`src/rtl/rvh_l2_wb_responder_if.sv`:
```
// Write-side bus of the L2 writeback responder: AW/W/B channels plus the
// backing-store line-write port and the busy indication.
interface rvh_l2_wb_responder_if #(
  parameter int ADDR_W    = 40,
  parameter int DATA_W    = 64,
  parameter int BURST_LEN = 4,
  parameter int ID_W      = 8
) ();
  localparam int LINE_W = DATA_W * BURST_LEN;
  localparam int OFF_W  = $clog2(LINE_W / 8);

  logic                     awvalid;
  logic                     awready;
  logic [ID_W-1:0]          awid;
  logic [ADDR_W-1:0]        awaddr;
  logic [7:0]               awlen;
  logic [1:0]               awburst;
  logic                     wvalid;
  logic                     wready;
  logic [DATA_W-1:0]        wdata;
  logic                     wlast;
  logic                     bvalid;
  logic                     bready;
  logic [ID_W-1:0]          bid;
  logic [1:0]               bresp;
  logic                     mem_wr_valid;
  logic                     mem_wr_ready;
  logic [ADDR_W-OFF_W-1:0]  mem_wr_addr;
  logic [LINE_W-1:0]        mem_wr_data;
  logic                     busy_o;

  modport master (
    output awvalid, awid, awaddr, awlen, awburst,
    output wvalid, wdata, wlast, bready, mem_wr_ready,
    input  awready, wready, bvalid, bid, bresp,
    input  mem_wr_valid, mem_wr_addr, mem_wr_data, busy_o
  );

  modport slave (
    input  awvalid, awid, awaddr, awlen, awburst,
    input  wvalid, wdata, wlast, bready, mem_wr_ready,
    output awready, wready, bvalid, bid, bresp,
    output mem_wr_valid, mem_wr_addr, mem_wr_data, busy_o
  );
endinterface

```
`src/rtl/rvh_l2_wb_responder.sv`:
```
// L2 writeback responder: queues AW requests, assembles one full line from W
// beats, writes it to the backing store and returns a B response, in AW order.
module rvh_l2_wb_responder #(
  parameter int ADDR_W    = 40,
  parameter int DATA_W    = 64,
  parameter int BURST_LEN = 4,
  parameter int ID_W      = 8,
  parameter int AW_DEPTH  = 2
) (
  input  logic                 clk,
  input  logic                 rst,
  rvh_l2_wb_responder_if.slave bus
);
  localparam int LINE_W = DATA_W * BURST_LEN;
  localparam int OFF_W  = $clog2(LINE_W / 8);
  localparam int PTR_W  = (AW_DEPTH > 1) ? $clog2(AW_DEPTH) : 1;
  localparam int CNT_W  = $clog2(AW_DEPTH + 1);

  localparam logic [7:0]       LEN_FULL = 8'(BURST_LEN - 1);
  localparam logic [CNT_W-1:0] CNT_FULL = CNT_W'(AW_DEPTH);
  localparam logic [PTR_W-1:0] PTR_LAST = PTR_W'(AW_DEPTH - 1);

  localparam logic [1:0] S_IDLE    = 2'd0;
  localparam logic [1:0] S_COLLECT = 2'd1;
  localparam logic [1:0] S_COMMIT  = 2'd2;
  localparam logic [1:0] S_RESP    = 2'd3;

  logic [ID_W-1:0]   q_id    [AW_DEPTH];
  logic [ADDR_W-1:0] q_addr  [AW_DEPTH];
  logic [7:0]        q_len   [AW_DEPTH];
  logic [1:0]        q_burst [AW_DEPTH];
  logic [PTR_W-1:0]  wr_ptr;
  logic [PTR_W-1:0]  rd_ptr;
  logic [CNT_W-1:0]  q_cnt;
  logic [CNT_W-1:0]  q_cnt_nxt;
  logic              awready_q;
  logic              push;
  logic              pop;

  logic [1:0]        state;
  logic [ID_W-1:0]   cur_id;
  logic [ADDR_W-1:0] cur_addr;
  logic [7:0]        cur_len;
  logic [7:0]        beat_cnt;
  logic              err;
  logic [1:0]        bresp_q;
  logic [LINE_W-1:0] line_q;

  logic              w_hs;
  logic              last_beat;
  logic              err_nxt;

  assign push      = bus.awvalid && awready_q;
  assign pop       = (state == S_RESP) && bus.bready;
  assign w_hs      = bus.wvalid && (state == S_COLLECT);
  assign last_beat = (beat_cnt == cur_len);
  assign err_nxt   = err || (bus.wlast != last_beat);

  always_comb begin
    q_cnt_nxt = q_cnt;
    if (push && !pop)
      q_cnt_nxt = q_cnt + 1'b1;
    else if (pop && !push)
      q_cnt_nxt = q_cnt - 1'b1;
  end

  // AW queue: head stays in place until its B handshake retires it.
  always_ff @(posedge clk) begin
    if (push) begin
      q_id[wr_ptr]    <= bus.awid;
      q_addr[wr_ptr]  <= bus.awaddr;
      q_len[wr_ptr]   <= bus.awlen;
      q_burst[wr_ptr] <= bus.awburst;
    end
  end

  always_ff @(posedge clk or negedge rst) begin
    if (!rst) begin
      wr_ptr    <= '0;
      rd_ptr    <= '0;
      q_cnt     <= '0;
      awready_q <= 1'b0;
    end else begin
      if (push)
        wr_ptr <= (wr_ptr == PTR_LAST) ? '0 : wr_ptr + 1'b1;
      if (pop)
        rd_ptr <= (rd_ptr == PTR_LAST) ? '0 : rd_ptr + 1'b1;
      q_cnt     <= q_cnt_nxt;
      awready_q <= (q_cnt_nxt != CNT_FULL);
    end
  end

  always_ff @(posedge clk or negedge rst) begin
    if (!rst) begin
      state    <= S_IDLE;
      cur_id   <= '0;
      cur_addr <= '0;
      cur_len  <= '0;
      beat_cnt <= '0;
      err      <= 1'b0;
      bresp_q  <= 2'b00;
      line_q   <= '0;
    end else begin
      case (state)
        S_IDLE: begin
          if (q_cnt != '0) begin
            cur_id   <= q_id[rd_ptr];
            cur_addr <= q_addr[rd_ptr];
            cur_len  <= q_len[rd_ptr];
            beat_cnt <= '0;
            // Header errors are known up front; beat errors accumulate later.
            err      <= (q_burst[rd_ptr] != 2'b01) || (q_len[rd_ptr] != LEN_FULL);
            state    <= S_COLLECT;
          end
        end
        S_COLLECT: begin
          if (w_hs) begin
            for (int k = 0; k < BURST_LEN; k++)
              if (beat_cnt == 8'(k))
                line_q[k*DATA_W +: DATA_W] <= bus.wdata;
            beat_cnt <= beat_cnt + 1'b1;
            err      <= err_nxt;
            if (last_beat) begin
              if (err_nxt) begin
                bresp_q <= 2'b10;
                state   <= S_RESP;
              end else begin
                state   <= S_COMMIT;
              end
            end
          end
        end
        S_COMMIT: begin
          if (bus.mem_wr_ready) begin
            bresp_q <= 2'b00;
            state   <= S_RESP;
          end
        end
        default: begin
          if (bus.bready)
            state <= S_IDLE;
        end
      endcase
    end
  end

  assign bus.awready      = awready_q;
  assign bus.wready       = (state == S_COLLECT);
  assign bus.bvalid       = (state == S_RESP);
  assign bus.bid          = cur_id;
  assign bus.bresp        = bresp_q;
  assign bus.mem_wr_valid = (state == S_COMMIT);
  assign bus.mem_wr_addr  = cur_addr[ADDR_W-1:OFF_W];
  assign bus.mem_wr_data  = line_q;
  assign bus.busy_o       = (state != S_IDLE) || (q_cnt != '0);
endmodule

```
`src/flat_wrapper.sv`:
```
// flat-port wrapper written by rule: the top's interface ports become plain ports
module rvh_l2_wb_responder_flat 
#(
  parameter int ADDR_W    = 40,
  parameter int DATA_W    = 64,
  parameter int BURST_LEN = 4,
  parameter int ID_W      = 8,
  parameter int AW_DEPTH  = 2
)
  (clk, rst, bus_awvalid, bus_awid, bus_awaddr, bus_awlen, bus_awburst, bus_wvalid, bus_wdata, bus_wlast, bus_bready, bus_mem_wr_ready, bus_awready, bus_wready, bus_bvalid, bus_bid, bus_bresp, bus_mem_wr_valid, bus_mem_wr_addr, bus_mem_wr_data, bus_busy_o);
  rvh_l2_wb_responder_if #(.ADDR_W(ADDR_W), .DATA_W(DATA_W), .BURST_LEN(BURST_LEN), .ID_W(ID_W)) bus_i ();
  input  logic clk;
  input  logic rst;
  input wire logic [$bits(bus_i.awvalid)-1:0] bus_awvalid;
  input wire logic [$bits(bus_i.awid)-1:0] bus_awid;
  input wire logic [$bits(bus_i.awaddr)-1:0] bus_awaddr;
  input wire logic [$bits(bus_i.awlen)-1:0] bus_awlen;
  input wire logic [$bits(bus_i.awburst)-1:0] bus_awburst;
  input wire logic [$bits(bus_i.wvalid)-1:0] bus_wvalid;
  input wire logic [$bits(bus_i.wdata)-1:0] bus_wdata;
  input wire logic [$bits(bus_i.wlast)-1:0] bus_wlast;
  input wire logic [$bits(bus_i.bready)-1:0] bus_bready;
  input wire logic [$bits(bus_i.mem_wr_ready)-1:0] bus_mem_wr_ready;
  output wire logic [$bits(bus_i.awready)-1:0] bus_awready;
  output wire logic [$bits(bus_i.wready)-1:0] bus_wready;
  output wire logic [$bits(bus_i.bvalid)-1:0] bus_bvalid;
  output wire logic [$bits(bus_i.bid)-1:0] bus_bid;
  output wire logic [$bits(bus_i.bresp)-1:0] bus_bresp;
  output wire logic [$bits(bus_i.mem_wr_valid)-1:0] bus_mem_wr_valid;
  output wire logic [$bits(bus_i.mem_wr_addr)-1:0] bus_mem_wr_addr;
  output wire logic [$bits(bus_i.mem_wr_data)-1:0] bus_mem_wr_data;
  output wire logic [$bits(bus_i.busy_o)-1:0] bus_busy_o;
  assign bus_i.awvalid = bus_awvalid;
  assign bus_i.awid = bus_awid;
  assign bus_i.awaddr = bus_awaddr;
  assign bus_i.awlen = bus_awlen;
  assign bus_i.awburst = bus_awburst;
  assign bus_i.wvalid = bus_wvalid;
  assign bus_i.wdata = bus_wdata;
  assign bus_i.wlast = bus_wlast;
  assign bus_i.bready = bus_bready;
  assign bus_i.mem_wr_ready = bus_mem_wr_ready;
  assign bus_awready = bus_i.awready;
  assign bus_wready = bus_i.wready;
  assign bus_bvalid = bus_i.bvalid;
  assign bus_bid = bus_i.bid;
  assign bus_bresp = bus_i.bresp;
  assign bus_mem_wr_valid = bus_i.mem_wr_valid;
  assign bus_mem_wr_addr = bus_i.mem_wr_addr;
  assign bus_mem_wr_data = bus_i.mem_wr_data;
  assign bus_busy_o = bus_i.busy_o;
  rvh_l2_wb_responder #(.ADDR_W(ADDR_W), .DATA_W(DATA_W), .BURST_LEN(BURST_LEN), .ID_W(ID_W), .AW_DEPTH(AW_DEPTH)) u_core (.clk(clk), .rst(rst), .bus(bus_i));
endmodule
```
`config.mk`:
```
export PLATFORM = sky130hd
export DESIGN_NAME = rvh_l2_wb_responder_flat
export DESIGN_NICKNAME = d
export VERILOG_FILES = /design/src/rtl/rvh_l2_wb_responder_if.sv /design/src/rtl/rvh_l2_wb_responder.sv /design/src/flat_wrapper.sv
export SDC_FILE = /design/constraint.sdc
export NUM_CORES = 1
export LEC_CHECK = 0
export ABC_CLOCK_PERIOD_IN_PS = 3700
export BUFFER_PORTS_ARGS = -buffer_cell sky130_fd_sc_hd__buf_2
export CAP_MARGIN = 20
export CORE_MARGIN = 1
export CORE_UTILIZATION = 54
export CTS_BUF_LIST = sky130_fd_sc_hd__clkbuf_2
export DETAILED_ROUTE_END_ITERATION = 10
export MAX_ROUTING_LAYER = met4
export PLACE_DENSITY = 0.94
export SETUP_SLACK_MARGIN = 0.02
export SLEW_MARGIN = 0
export SYNTH_ARGS = -nofsm -noshare
export SYNTH_HDL_FRONTEND = slang
export SYNTH_SLANG_ARGS = --single-unit
```
`constraint.sdc`:
```
create_clock -name clk -period 3.7 [get_ports clk]
set_clock_uncertainty 0.1 [all_clocks]
set_input_delay 0.74 -clock clk [delete_from_list [all_inputs] [get_ports clk]]
set_output_delay 0.74 -clock clk [all_outputs]
set_load 0.1 [all_outputs]
```
### Yosys cells after proc, flatten, opt, wreduce, memory -nomap -nowiden

Memory sizes are Yosys's and may differ from the RTL's. A register that Yosys moved wholly into a read port is not among the register bits.
Index checks and enable logic that the tools add are counted.

* bits in writable memories: 116
* logic and storage cells: 89
* bits in read-only memories: 0
* bits in registers: 282
* memories: 4
* bits in latches: 0

Memory list
* u_core.q_addr: words 2, width 40, rd ports 1, clocked after Yosys merged registers in 1, wr ports 1, RTL line rvh_l2_wb_responder.sv:29 `logic [ADDR_W-1:0] q_addr [AW_DEPTH];`
* u_core.q_id: words 2, width 8, rd ports 1, clocked after Yosys merged registers in 1, wr ports 1, RTL line rvh_l2_wb_responder.sv:28 `logic [ID_W-1:0] q_id [AW_DEPTH];`
* u_core.q_len: words 2, width 8, rd ports 1, clocked after Yosys merged registers in 0, wr ports 1, RTL line rvh_l2_wb_responder.sv:30 `logic [7:0] q_len [AW_DEPTH];`
* u_core.q_burst: words 2, width 2, rd ports 1, clocked after Yosys merged registers in 0, wr ports 1, RTL line rvh_l2_wb_responder.sv:31 `logic [1:0] q_burst [AW_DEPTH];`

* equal/unequal tests: 16
* $mul: 0
* reduce and logical (&&, ||, !) cells: 27
* bitwise gates (word level): 0
* $lt $le $gt $ge: 0
* shift-type cells: 0
* muxes and demuxes: 24
* add/sub/neg operators: 5
* div/mod/pow operators: 0

Operator list (number)
* $mux 2: 11
* $eq 8x2->1 const B: 2
* $mux 8: 2
* $pmux 8 s2: 1
* $reduce_and 3->1: 5
* $ne 2x1->1 const B: 5
* $reduce_and 5->1: 2
* $add 8x1->8 const B: 1
* $eq 8x1->1 const B: 1
* $eq 8x8->1: 1
* $logic_not 8->1: 1
* $ne 8x2->1 const B: 1
* $reduce_bool 2->1: 4
* $mux 1: 7
* $pmux 2 s3: 1
* $logic_and 1x1->1: 5
* $eq 2x2->1 const B: 2
* $logic_not 1->1: 4
* $ne 2x2->1 const B: 2
* $pmux 2 s2: 1
* $reduce_bool 4->1: 1
* $logic_or 1x1->1: 3
* $add 1x1->1 const B: 2
* $add 2x1->2 const B: 1
* other kinds (6): 6

### Logic depth before layout (Yosys ltp)

Gate-level depths: netlist (run 1).

* depth in word-level cells: 7
* gate-level depth with buffers: 9

### Worst setup path after synthesis (run 1)

Ideal clock, no wire load.

* path type: reg-to-reg
* from: register u_core.awready_q, in the netlist u_core.bus.awready
* to: memory u_core.q_addr[0][10], enable pin
* slack: -0.362 ns
* cell stages (with the launch flop): 3
* path buffers: 0
* period minus slack after synthesis: 4.062 ns
* data arrival time: 3.498 ns
* cell sequence: dfrtp_1 > nand2_1 > nor2_1

* cells in the longest elaborated chain, start to end: 3

RTL lines
* from (decl): RTL line rvh_l2_wb_responder.sv:36 `logic awready_q;`
* from (signal assigned): RTL line rvh_l2_wb_responder.sv:89 `awready_q <= (q_cnt_nxt != CNT_FULL);`
* $logic_and 1x1->1: RTL line rvh_l2_wb_responder.sv:53 `assign push = bus.awvalid && awready_q;`
* $mux 1: RTL line rvh_l2_wb_responder.sv:69 `if (push) begin`
* $mux 1 (not written as such): RTL line rvh_l2_wb_responder.sv:71 `q_addr[wr_ptr] <= bus.awaddr;`
* to (decl): RTL line rvh_l2_wb_responder.sv:29

No other way between the ends.

### Worst setup path after layout (run 1)

* from: register u_core.state[1]
* to: output port bus_wready

* cells in the longest elaborated chain, start to end: 1

RTL lines
* from (decl): RTL line rvh_l2_wb_responder.sv:40 `logic [1:0] state;`
* from (signal assigned): RTL line rvh_l2_wb_responder.sv:95 `state <= S_IDLE;`
* from (signal assigned): RTL line rvh_l2_wb_responder.sv:113 `state <= S_COLLECT;`
* from (signal assigned): RTL line rvh_l2_wb_responder.sv:126 `state <= S_RESP;`
* $eq 2x1->1: RTL line rvh_l2_wb_responder.sv:148 `assign bus.wready = (state == S_COLLECT);`
* to (decl): RTL line flat_wrapper.sv:25 `output wire logic [$bits(bus_i.wready)-1:0] bus_wready;`

No other way between the ends.

==> results of run 1 <==
-- per-stage QoR --
| step | std cells | instance area, um2 | util | setup slack [ns] | hold WS [ns] |
|---|---|---|---|---|---|
| finish | 2094 | 20900 | 0.705 | 0.451 | 0.159 |
| CTS | 2089 | 20900 | 0.704 | 0.328 | 0.00865 |
| global placement | 1787 | 18800 | 0.634 | 1.03 | 0.358 |
| global route | 2094 | 20900 | 0.705 | 0.248 | 0.0220 |
| floorplan | 996 | 16300 | - | 0.518 | 0.344 |
| detailed placement | 1787 | 18800 | 0.634 | 0.919 | 0.366 |
-- layout make-up --
cell class / instances / area, um2
Clock buffer: 143 / 716
Sequential cell: 430 / 11300
Inverter: 7 / 26.3
Fill cell: 1865 / 8740
Clock inverter: 42 / 205
Timing Repair Buffer: 563 / 3550
Tap cell: 390 / 488
Antenna cell: 4 / 10.0
Multi-Input combinational cell: 515 / 4610
-- final timing paths --
| path | startpoint | to |
|---|---|---|
| min in group asynchronous | rst | u_core.cur_addr[25]$_DFFE_PN0P_ |
| setup reg to reg | u_core.state[1]$_DFFE_PN0P_ | u_core.bus.mem_wr_data[111]$_DFFE_PN0P_ |
| max in group asynchronous | rst | u_core.bus.mem_wr_data[14]$_DFFE_PN0P_ |
| setup / recovery | u_core.state[1]$_DFFE_PN0P_ | bus_wready |
| hold reg to reg | u_core.cur_addr[8]$_DFFE_PN0P_ | u_core.cur_addr[8]$_DFFE_PN0P_ |
| hold / removal | bus_wdata[0] | u_core.bus.mem_wr_data[192]$_DFFE_PN0P_ |
-- synth_stat cells (3+ instances only) --
library cell and instances:
dfrtp_1 324, mux2_2 257, edfxtp_1 106, nand2_1 59, o21ai_0 55, mux2i_1 50
buf_6 24, nor2_1 16, clkbuf_1 13, xnor2_1 11, ha_1 10, inv_1 7
xor2_1 7, buf_2 6, nand4_1 6, nand3_1 5, a21oi_1 4, nand2_2 4
nor2b_1 3
-- routing by layer --
layer,part of all wire,track usage,vias up
met5,0,-,-
met4,0.046,0.157,0
met3,0.085,0.0881,163
met2,0.53,0.529,660
met1,0.34,0.314,5724
li1,-,-,4889
-- critical path, cell delays in order, from the launching register on --
cell	delay, ns
dfrtp_1	0.44
inv_1	0.09
ha_1	0.44
buf_2	0.55
-- sequential cells by signal (all words and copies together), names as in the netlist, 4 cells and up --
register and cells:
u_core.cur_addr 35, u_core.q_id 16, u_core.cur_len 8, u_core.bus.mem_wr_data 256, u_core.q_len 16, u_core.beat_cnt 8, u_core.q_addr 70, u_core.q_burst 4
u_core.bus.bid 8
-- kinds of logic (layout without fill, tap and decap cells) --
group | Yosys count | in the layout | synth area share
AO/OA/AOI/OAI | 70 | 70 | 0.0234
adder cells (fa/ha/maj) | 10 | 10 | 0.00770
XOR/XNOR | 18 | 18 | 0.00970
buffers and inverters | 51 | 755 | 0.0236
AND/OR/NAND/NOR | 109 | 109 | 0.0318
flip-flops | 430 | 430 | 0.695
multiplexers | 307 | 307 | 0.209
other | 1 | 5 | 0.000231
==> run metrics, run 1 <==
status finished clean; Core Rows 63; fin crit share 0.878; worst-case reg-to-reg path depth 7; Max-Cap Viols 0; Post-synth EDFFs 106; Synth area leader dfrtp_1; Tmin final 3.25 ns; RSZ-0062 raised after global routing no; Initial Utilization 0.548; die span in y 175 um; Layout area overhead 28.6%; prevailing post-synth register cell dfrtp_1; Critical Path RT roughly 2.9 ns; Critical Path End Type output pin; hold_buf cts 117; worst skew pair latency just under 0.9 ns; CTS buffer count approximately 100; post_cts resized 0; TritonCTS clock tree yes; worst min path class input port to flip-flop; WL/cell approximately 22 um; antenna violations before repair 4; synth top area cells dfrtp_1, edfxtp_1, mux2_2; Async S/R FF share, synth 0.753; synth warn 0; die area about 0.031 mm2; number of synthesized register bits 430; most frequent cells in the layout buf_2, dfrtp_1, mux2_2; post-CTS setup buffer count 0; vias per inst approximately 5.5; # setup viols final 0; Max Buffers Root-to-Sink 3; via count around 11000; Hold Fails Final Rpt 0; Post-Route WL about 46000 um; Crit path arrival time 2.41 ns; DRT iter0 DRCs 642; Sum Neg Setup Slack 0 ns; CTS Sinks 430; Syn Area/Cell 16.3 um2; relative slew slack 0.394; Setup CP Type flip-flop to output pin; largest net degree at the start of global routing a little over 100; TritonRoute pass-1 iters 5; Worst-Margin Slew 0.908 ns; H-tree levels 3; Pins Over Slew Limit 0; Routability Congestion 0.839; die width around 180 um; Synth cell types 41; CTS clk-pin slew, worst paths approximately 0.11 ns; register area share after synthesis 0.695; DR DRC count 0; Hold Crit Depth 2; fraction of layout cells with a size suffix above 1 0.507; top cell type's share of synthesized area 0.499; crit-path max FO 13; total track usage 0.305; first-pass GRT wire length 69000 um; IO Pins around 440; CP Launch Type flip-flop; global route overflow 0; post-DP HPWL 27100 um; clock root cell clkbuf_2; r2r setup slk between 0.8 and 0.9 ns; synthesized area between 0.015 and 0.02 mm2; commonest non-fill, non-tap cell in the layout buf_2; Mapped Cells around 1000; Detail Route Antenna Nets 0; vias in the first global route 12300; nets@finish 1759; maximum clock frequency 308 MHz; Syn Nets 1135; core area around 0.030 mm2; Port-buffer cells around 430
Power of run 1 is left out: the tool's default activity adds up to more than one toggle a clock period on the data nets, which glitch-free logic cannot reach.
==> run 2: changes to the inputs <==
--- a/config.mk
+++ b/config.mk
@@ -10,4 +10,6 @@
 export CAP_MARGIN = 20
+export CELL_PAD_IN_SITES_DETAIL_PLACEMENT = 2
+export CELL_PAD_IN_SITES_GLOBAL_PLACEMENT = 2
 export CORE_MARGIN = 1
-export CORE_UTILIZATION = 54
+export CORE_UTILIZATION = 38
 export CTS_BUF_LIST = sky130_fd_sc_hd__clkbuf_2
@@ -15,4 +17,5 @@
 export MAX_ROUTING_LAYER = met4
-export PLACE_DENSITY = 0.94
+export PLACE_DENSITY = 0.95
 export SETUP_SLACK_MARGIN = 0.02
+export SKIP_LAST_GASP = 1
 export SLEW_MARGIN = 0
==> constraint.sdc (replaced) <==
create_clock -name clk -period 3.7 [get_ports clk]
set_clock_uncertainty 0.1 [all_clocks]
set_input_delay 1.11 -clock clk [delete_from_list [all_inputs] [get_ports clk]]
set_output_delay 1.11 -clock clk [all_outputs]
set_load 0.1 [all_outputs]
==> run 2 against run 1 <==
Compared with the run above:
- critical path depth did not move
- worst setup slack got worse by 0.15 ns
- clock-buffer cell count rose by 25
- register-to-register slack improved by 0.13 ns
- sequential cell count did not move
- global-route usage fell by 2.4 points
- core utilization fell by 22 points
- first-iteration DRC count fell by 25%
- via count fell by 3.6%
- routed wire length rose by 29%
- worst hold slack got worse by 0.017 ns
- critical endpoint is now bus_mem_wr_valid
==> run metrics, run 2 (synthesis results as in run 1) <==
Port-buffer cells around 430; die width 209 um; WL/cell about 27 um; TritonRoute pass-1 iters 4; total track usage 0.282; IO Pins 435; reg-to-reg endpoint u_core.bus.mem_wr_data[54]$_DFFE_PN0P_; worst min path class input port to flip-flop; CTS Sinks 430; crit-path max FO 5; Worst-Margin Slew 1.01 ns; # setup viols final 0; fin cells 2185; max reg flops 256; R2R Path Start u_core.beat_cnt[2]$_DFFE_PN0P_; most frequent cells in the layout buf_2, dfrtp_1, mux2_2; DRT iter0 DRCs 480; worst skew pair latency 1.11 ns; Core Rows 75; post-DP HPWL around 37000 um; die span in y between 200 and 250 um; DR DRC count 0; Routability Congestion 0.784; global route overflow 0; die area 0.0436 mm2; relative slew slack 0.327; Max Buffers Root-to-Sink 3; Max-Cap Viols 0; first-pass GRT wire length 88400 um; Critical Path RT 2.49 ns; fraction of layout cells with a size suffix above 1 0.547; r2r setup slk 0.98 ns; Post-Route WL 59300 um; CP Launch Type flip-flop; maximum clock frequency 295 MHz; vias in the first global route 13100; antenna violations before repair 6; vias per inst 5.04; Tmin final 3.39 ns; CTS clk-pin slew, worst paths 0.12 ns; post-CTS setup buffer count 0; via count 11000; fillers roughly 4000; commonest non-fill, non-tap cell in the layout buf_2; Detail Route Antenna Nets 0; crit path capture bus_mem_wr_valid; Sum Neg Setup Slack 0 ns; RSZ-0062 raised after global routing no; Pins Over Slew Limit 0; Hold Fails Final Rpt 0; Crit path arrival time between 2 and 2.5 ns; core area around 0.042 mm2; H-tree levels 3; Critical Path Source u_core.state[0]$_DFFE_PN0P_; fin crit share 0.917; Initial Utilization 0.387; TritonCTS clock tree yes; Setup CP Type flip-flop to output pin; Layout area overhead 25.8%; post-placement cell count 1945; Critical Path End Type output pin; clock root cell clkbuf_2; CTS buffer count 111; worst-case reg-to-reg path depth 6; nets@finish 1695; largest net degree at the start of global routing 103; status finished clean
run 2: cell types whose count changed in the layout (fill, tap and decap cells not counted), sizes merged:
cell         delta
buf             +9
clkbuf         +25
clkinv         -13
diode           +1
dlygate4sd3    -81
inv             +1
run 2: area by class of cell:
type	instances	area, um2	share of cell area
Sequential cell	430	11300	0.552
Clock inverter	30	141	0.00691
Antenna cell	5	12.5	0.000612
Inverter	7	26.3	0.00128
Multi-Input combinational cell	515	4620	0.226
Clock buffer	168	841	0.0411
Tap cell	539	674	0.0330
Timing Repair Buffer	491	2840	0.139
run 2: per-layer routing:
| metal | vias to the layer above | GRT usage | wire length, um |
|---|---|---|---|
| met2 | 436 | 0.497 | 31500 |
| met1 | 5727 | 0.285 | 21400 |
| met3 | 115 | 0.105 | 4640 |
| met5 | - | - | 0 |
| met4 | 0 | 0.0969 | 1760 |
| li1 | 4745 | - | - |
run 2: how the worst min path moves through the flow:
stage / from / endpoint / slack [ns] / cells after the start
5_1_grt: bus_awlen[3] / u_core.q_len[1][3]$_DFFE_PP_ / 0.007 / 1
6_report: bus_awlen[3] / u_core.q_len[1][3]$_DFFE_PP_ / 0.14 / 1
2_1_floorplan: u_core.cur_len[1]$_DFFE_PN0P_ / u_core.cur_len[1]$_DFFE_PN0P_ / 0.37 / 2
4_1_cts: bus_awaddr[31] / u_core.q_addr[1][31]$_DFFE_PP_ / 0.00006 / 1
3_3_place_gp: u_core.cur_addr[14]$_DFFE_PN0P_ / u_core.cur_addr[14]$_DFFE_PN0P_ / 0.36 / 2
3_5_place_dp: u_core.cur_addr[18]$_DFFE_PN0P_ / u_core.cur_addr[18]$_DFFE_PN0P_ / 0.38 / 2
run 2: per-stage QoR:
step                hold slack, ns  setup slack (ns)  cell area [um2]  utilization
global placement             0.359             0.647            19100        0.454
global route               0.00729            0.0682            20400        0.486
detailed placement           0.378             0.574            19100        0.454
CTS                      0.0000566           0.00507            20400        0.486
floorplan                    0.370             0.507            16300            -
finish                       0.142             0.305            20400        0.486
run 2: worst max-delay path, stage by stage, from the launching register on:
cell	delay, ns
dfrtp_1	0.44
inv_1	0.12
ha_1	0.25
buf_4	0.33
run 2: what timing repair did:
item / 4_1_cts / 5_1_grt
gates resized for setup: 3 / 2
hold buffers: 36 / 1
endpoints found under the hold margin: 138 / 1
endpoints found under the setup margin: 3 / 1
Power of run 2 is left out for the same reason.
